$ cat src/rtl/mem_port_arbiter.sv
// Two-requester arbiter sharing one synchronous dual-port RAM port, one transaction in flight.
// Latency: request in IDLE -> ready 2 cycles later for writes, 3 cycles later for reads.
// Backpressure: requesters hold valid until their one-cycle ready pulse; valid is only sampled in IDLE.
// Optional build macro MEM_ARB_FIXED_PRIO_EN: requester 0 always wins a simultaneous request.
module mem_port_arbiter #(
  parameter int DATA_W = 32,
  parameter int ADDR_W = 7
) (
  input  logic                clk,
  input  logic                rst_n,

  input  logic                r0_valid,
  input  logic [DATA_W/8-1:0] r0_wstrb,
  input  logic [ADDR_W-1:0]   r0_addr,
  input  logic [DATA_W-1:0]   r0_wdata,
  output logic                r0_ready,
  output logic [DATA_W-1:0]   r0_rdata,

  input  logic                r1_valid,
  input  logic [DATA_W/8-1:0] r1_wstrb,
  input  logic [ADDR_W-1:0]   r1_addr,
  input  logic [DATA_W-1:0]   r1_wdata,
  output logic                r1_ready,
  output logic [DATA_W-1:0]   r1_rdata,

  output logic [ADDR_W-1:0]   ext_dp_addr,
  output logic [DATA_W-1:0]   ext_dp_out,
  input  logic [DATA_W-1:0]   ext_dp_in,
  output logic                ext_dp_enable,
  output logic                ext_dp_write,

  output logic                busy,
  output logic                gnt
);

  typedef enum logic [1:0] {
    IDLE   = 2'd0,
    ACCESS = 2'd1,
    LAT    = 2'd2,
    RESP   = 2'd3
  } state_t;

  state_t              state;
  state_t              state_nxt;
  logic                we_q;
  logic [DATA_W-1:0]   rdata_q;

  logic                any_valid;
  logic                win;
  logic [DATA_W/8-1:0] sel_wstrb;
  logic [ADDR_W-1:0]   sel_addr;
  logic [DATA_W-1:0]   sel_wdata;

`ifndef MEM_ARB_FIXED_PRIO_EN
  // index of the requester granted most recently; reset to 1 so requester 0 goes first
  logic                last_gnt;
`endif

  // pick the winner among the requesters presenting valid this cycle
  always_comb begin
    any_valid = r0_valid | r1_valid;
`ifdef MEM_ARB_FIXED_PRIO_EN
    win = ~r0_valid;
`else
    if (r0_valid && r1_valid) begin
      win = ~last_gnt;
    end else begin
      win = ~r0_valid;
    end
`endif
    sel_wstrb = win ? r1_wstrb : r0_wstrb;
    sel_addr  = win ? r1_addr  : r0_addr;
    sel_wdata = win ? r1_wdata : r0_wdata;
  end

  // state register; reset aborts any transaction in flight
  always_ff @(posedge clk or negedge rst_n) begin
    if (!rst_n) begin
      state <= IDLE;
    end else begin
      state <= state_nxt;
    end
  end

  // next-state decode: reads take an extra cycle for the RAM's registered output
  always_comb begin
    state_nxt = state;
    case (state)
      IDLE:    if (any_valid) state_nxt = ACCESS;
      ACCESS:  state_nxt = we_q ? RESP : LAT;
      LAT:     state_nxt = RESP;
      RESP:    state_nxt = IDLE;
      default: state_nxt = IDLE;
    endcase
  end

  // latch the winning request and drive the registered RAM-side signals
  always_ff @(posedge clk or negedge rst_n) begin
    if (!rst_n) begin
      gnt           <= 1'b0;
      we_q          <= 1'b0;
      rdata_q       <= '0;
      ext_dp_addr   <= '0;
      ext_dp_out    <= '0;
      ext_dp_enable <= 1'b0;
      ext_dp_write  <= 1'b0;
`ifndef MEM_ARB_FIXED_PRIO_EN
      last_gnt      <= 1'b1;
`endif
    end else begin
      case (state)
        IDLE: begin
          if (any_valid) begin
            gnt           <= win;
            we_q          <= |sel_wstrb;
            // cleared so a write completes with zero read data
            rdata_q       <= '0;
            ext_dp_addr   <= sel_addr;
            ext_dp_out    <= sel_wdata;
            ext_dp_enable <= 1'b1;
            ext_dp_write  <= |sel_wstrb;
`ifndef MEM_ARB_FIXED_PRIO_EN
            last_gnt      <= win;
`endif
          end
        end
        ACCESS: begin
          ext_dp_enable <= 1'b0;
          ext_dp_write  <= 1'b0;
        end
        LAT: begin
          rdata_q <= ext_dp_in;
        end
        default: ;
      endcase
    end
  end

  // completion pulse and read data steered to the owner only
  always_comb begin
    r0_ready = (state == RESP) && !gnt;
    r1_ready = (state == RESP) && gnt;
    r0_rdata = r0_ready ? rdata_q : '0;
    r1_rdata = r1_ready ? rdata_q : '0;
    busy     = (state != IDLE);
  end

endmodule
$ cat config.mk
export PLATFORM = sky130hd
export DESIGN_NAME = mem_port_arbiter
export DESIGN_NICKNAME = d
export VERILOG_FILES = /design/src/rtl/mem_port_arbiter.sv
export SDC_FILE = /design/constraint.sdc
export NUM_CORES = 1
export LEC_CHECK = 0
export BUFFER_PORTS_ARGS = -buffer_cell sky130_fd_sc_hd__buf_2
export CORE_MARGIN = 2
export CORE_UTILIZATION = 47
export DETAILED_ROUTE_END_ITERATION = 16
export PLACE_DENSITY_LB_ADDON = 0.15
export SETUP_SLACK_MARGIN = 0.5
export SYNTH_ARGS = -nofsm -noshare
export SYNTH_HDL_FRONTEND = slang
export SYNTH_SLANG_ARGS = --single-unit
export TNS_END_PERCENT = 30
$ cat constraint.sdc
create_clock -name clk -period 5.4 [get_ports clk]
set_input_delay 0.27 -clock clk [delete_from_list [all_inputs] [get_ports clk]]
set_output_delay 0.27 -clock clk [all_outputs]
set_load 0.03 [all_outputs]
== After elaboration in Yosys (flattened, before gate mapping) ==
Index checks and enable logic that the tools add are counted.
Cells by class
  mux-type cells: 15
  bitwise logic cells: 3
  equal/unequal tests: 4
  reduce and logical (&&, ||, !) cells: 12
Operators with widths (count)
  $mux 32: 4
  $pmux 32 s2: 1
  $pmux 2 s4: 1
  $mux 7: 1
  $reduce_and 2->1: 3
  $reduce_bool 2->1: 3
  $eq 2x2->1 const B: 2
  $mux 1: 4
  $mux 4: 1
  $pmux 1 s2: 2
  $reduce_or 4->1: 1
  $logic_and 1x1->1: 3
  $eq 2x1->1 const B: 1
  $logic_not 2->1: 1
  $mux 2: 1
  $ne 2x2->1 const B: 1
  $not 1->1: 2
  $logic_not 1->1: 1
  $or 1x1->1: 1
Storage, ports and cells
  word-level logic and storage cells: 43
  bits of input ports: 122
  bits in registers: 78
  output and inout port bits: 109

== Longest topological paths before layout ==
  word-level depth: 6
  gate-level depth with buffers: 8
  depth with buffers taken out: 5

== Worst setup path after synthesis ==
No wires, ideal clock.
  path type: reg-to-output
  start: register state[1]
  end: output r0_rdata[22]
  data required time: 5.130 ns
  cell stages (with the launch flop): 5
  data arrival time: 1.652 ns
  buffers on the path: 1
  slack: 3.478 ns
  cell sequence: dfrtp_1 ha_1 nor2b_1 clkbuf_1 and2_1
On the way
  word-level cells in the longest chain between the ends: 3
Ends and longest elaborated chain
  from (decl): RTL line 43  | state_t state;
  from (signal assigned): RTL line 81  | state <= state_nxt;
  $eq 2x2->1: RTL line 141  | r0_ready = (state == RESP) && !gnt;
  $logic_and 1x1->1: RTL line 141
  via r0_ready: RTL line 16  | output logic r0_ready,
  $mux 32: RTL line 143  | r0_rdata = r0_ready ? rdata_q : '0;
  to (decl): RTL line 17  | output logic [DATA_W-1:0] r0_rdata,
The timed path passes the listed nets, and every way through them passes these cells.

== Final worst setup path ==
  start: register state[1]
  end: output r0_rdata[12]
On the way
  word-level cells in the longest chain between the ends: 3
Ends and longest elaborated chain (RTL line)
  $eq 2x2->1: 141
  $logic_and 1x1->1: 141
  $mux 32: 143
No other way between the ends.

==> out/results.tsv <==
metric	value	unit
status	finished, final reports clean	
Inserted Diodes	0	
initial core utilization	47.8	%
clock network power share	14.1	%
Total GRT Usage	24.2	%
post-synth cell types	28	
post-route setup slack	2.73	ns
final core area utilization	64.1	%
Max clock buf depth	2	
DR vias	3852	
Worst-Margin Slew	1.12	ns
Worst setup EP type	output port	
die area	0.00898	sq mm
clock root cell	clkbuf_8	
vias in the first global route	3524	
Seq/Total Area, Yosys	50.5	%
switching power	1.43	mW
post-synthesis net count	539	
syn avg cell area	9.39	sq um
Sink Count	78	
nets@finish	742	
Post-CTS Setup Inserts	0	
clock skew	0.0129	ns
main area contributors after synthesis	dfrtp_1 (50%), a22o_1 (7.2%), a31oi_1 (6.3%), and2_1 (5.5%), o21ai_0 (5.4%)	
Synth Cell Area	0.00387	sq mm
drt total wl	10900	um
port bufs	230	
# setup viols final	0	
post-CTS sizing	0	
P_int	1.58	mW
Finished Cell Area	0.00518	sq mm
routability congestion estimate from global placement	0.762	
Yosys warning total	0	
num ports	231	
Synth Instances	412	
Net Sw Frac	47.6	%
Post-synth ARST share	100	%
hpwl dp	7730	um
Die Width	94.7	um
Hold WS	0.0754	ns
Yosys top cell area share	49.8	%
Slew Limit Fails	0	
Max Cap Viol	0	
post-route ant nets	0	
number of flops mapped to enable cells by yosys	0	
layout overhead on the synthesized area	34.0	%
DRT iter0 DRCs	186	
Cell Count, Final, Fillers Out	725	
min Tclk post-route	2.67	ns
GRT Residual Overflow	0	
Final Cycle Share	49.4	%
largest area contributor in the netlist	dfrtp_1	
core area	0.00809	sq mm
commonest register cell after synthesis	dfrtp_1	
most frequent cells after synthesis	dfrtp_1 (77), nor2_1 (43), o21ai_0 (42)	
Place WS	2.92	ns
critical path fanouts, max	34	
Leak Pwr	2.78	nW
Critical Path RT	5.13	ns
CTS tree	done	
RSZ-0062 raised after global routing	no	
arrival time at the worst endpoint	2.40	ns
htree depth	3	
fill count	738	
DRT Pass-1 Iters	4	
ratio of cells with drive above 1 in the final layout	41.0	%
type of the worst setup path	register to output port	
Fmax	375	MHz
Avg WL per Cell	15.1	um
# hold bufs at CTS	0	
Reg area	0.00195	sq mm
FP Rows	33	
CTS buffer count	9	
Remaining DRCs	0	
clk slew on worst S/H paths	0.08	ns
total power	3.02	mW
# placed instances	709	
multi-input logic area	0.00170	sq mm
largest net degree at the start of global routing	79	
Sum Neg Setup Slack	0	ns
synthesized flop and latch total	78	
Max VDD drop	316	uV
relative slew slack	25.0	%
sequential share of power	34.4	%
cell with the most instances after synthesis	dfrtp_1	
Power Dens Cells	582	mW/mm^2
Avg Vias per Cell	5.31	
initial antenna violation count	0	
DP Area	0.00499	sq mm
Final Hold Viols	0	
die height	94.7	um
later-pin clock latency in the skew report	0.34	ns
first-pass GRT wire length	17000	um
crit start category	register	
Hold Path Class	primary input to async pin	
Comb power frac	51.6	%
registers in the layout (all words and copies together) (netlist names):
name	flops
ext_dp_out	32
state	2
we_q	1
rdata_q	32
gnt	1
ext_dp_enable	1
ext_dp_write	1
ext_dp_addr	7
last_gnt	1
power by group through the flow:
stage | Sequential, mW | Combinational, mW | Clock (mW)
after detailed placement | 1.04 | 1.57 | 0
final | 1.04 | 1.56 | 0.424
after floorplan | 1.30 | 0.878 | 0
after global placement | 1.03 | 1.53 | 0
after global routing | 1.07 | 1.69 | 0.459
after CTS | 1.04 | 1.57 | 0.434
worst max-delay path: stages (launching register included):
cell and delay, ns:
dfrtp_1 0.40, ha_1 0.77, nor2b_1 0.21, buf_4 0.29
and2_1 0.18, buf_2 0.19
cells by family after synthesis:
family / count (synthesis) / share of synthesized area, %
adders and majority gates: 5 / 1.62
and+or+nand+nor: 159 / 21.6
DFF: 78 / 50.5
buffers and inverters: 47 / 5.69
AOI/OAI and AO/OA: 123 / 20.6
cell type report:
class,instances,share of cell area (%)
Clock buffer,10,2.46
Clock inverter,6,1.21
Inverter,4,0.290
Multi-Input combinational cell,287,32.9
Sequential cell,78,37.7
Tap cell,105,2.53
Timing Repair Buffer,235,23.0
path summary, 6_finish.rpt:
path / start / end / slack (ns) / cells after the start
worst max-delay path: state[1] / r0_rdata[12] / 2.73 / 5
worst max register to register: state[0] / rdata_q[23] / 3.03 / 5
worst min-delay path: rst_n / rdata_q[11] / 0.08 / 1
max in group asynchronous: rst_n / ext_dp_out[1] / 4.68 / 1
worst min register to register: we_q / we_q / 0.50 / 2
min in group clk: ext_dp_in[6] / rdata_q[6] / 0.14 / 2
per-layer routing:
layer	GRT usage, %	part of all wire (%)	up-vias
met2	42.4	51	186
met1	29.4	38	1770
li1	-	-	1887
met3	6.78	9.4	9
met5	0	0	-
met4	6.28	0.94	0
layout by cell type, fill, tap and decap left out, types with 2 or more instances in the layout:
cell,synthesis,routed
buf_2,2,229
dfrtp_1,77,77
nor2_1,43,43
o21ai_0,42,42
nand3_1,40,40
a31oi_1,39,39
and2_1,34,34
and3_1,32,32
a22o_1,32,32
clkbuf_8,0,9
buf_4,3,6
ha_1,5,5
inv_1,4,4
a21oi_1,4,4
clkinvlp_4,0,3
nand2b_1,2,2
nand2_1,2,2
or4_1,2,2
clkinv_2,0,2
(Power assumes the default switching activity.)
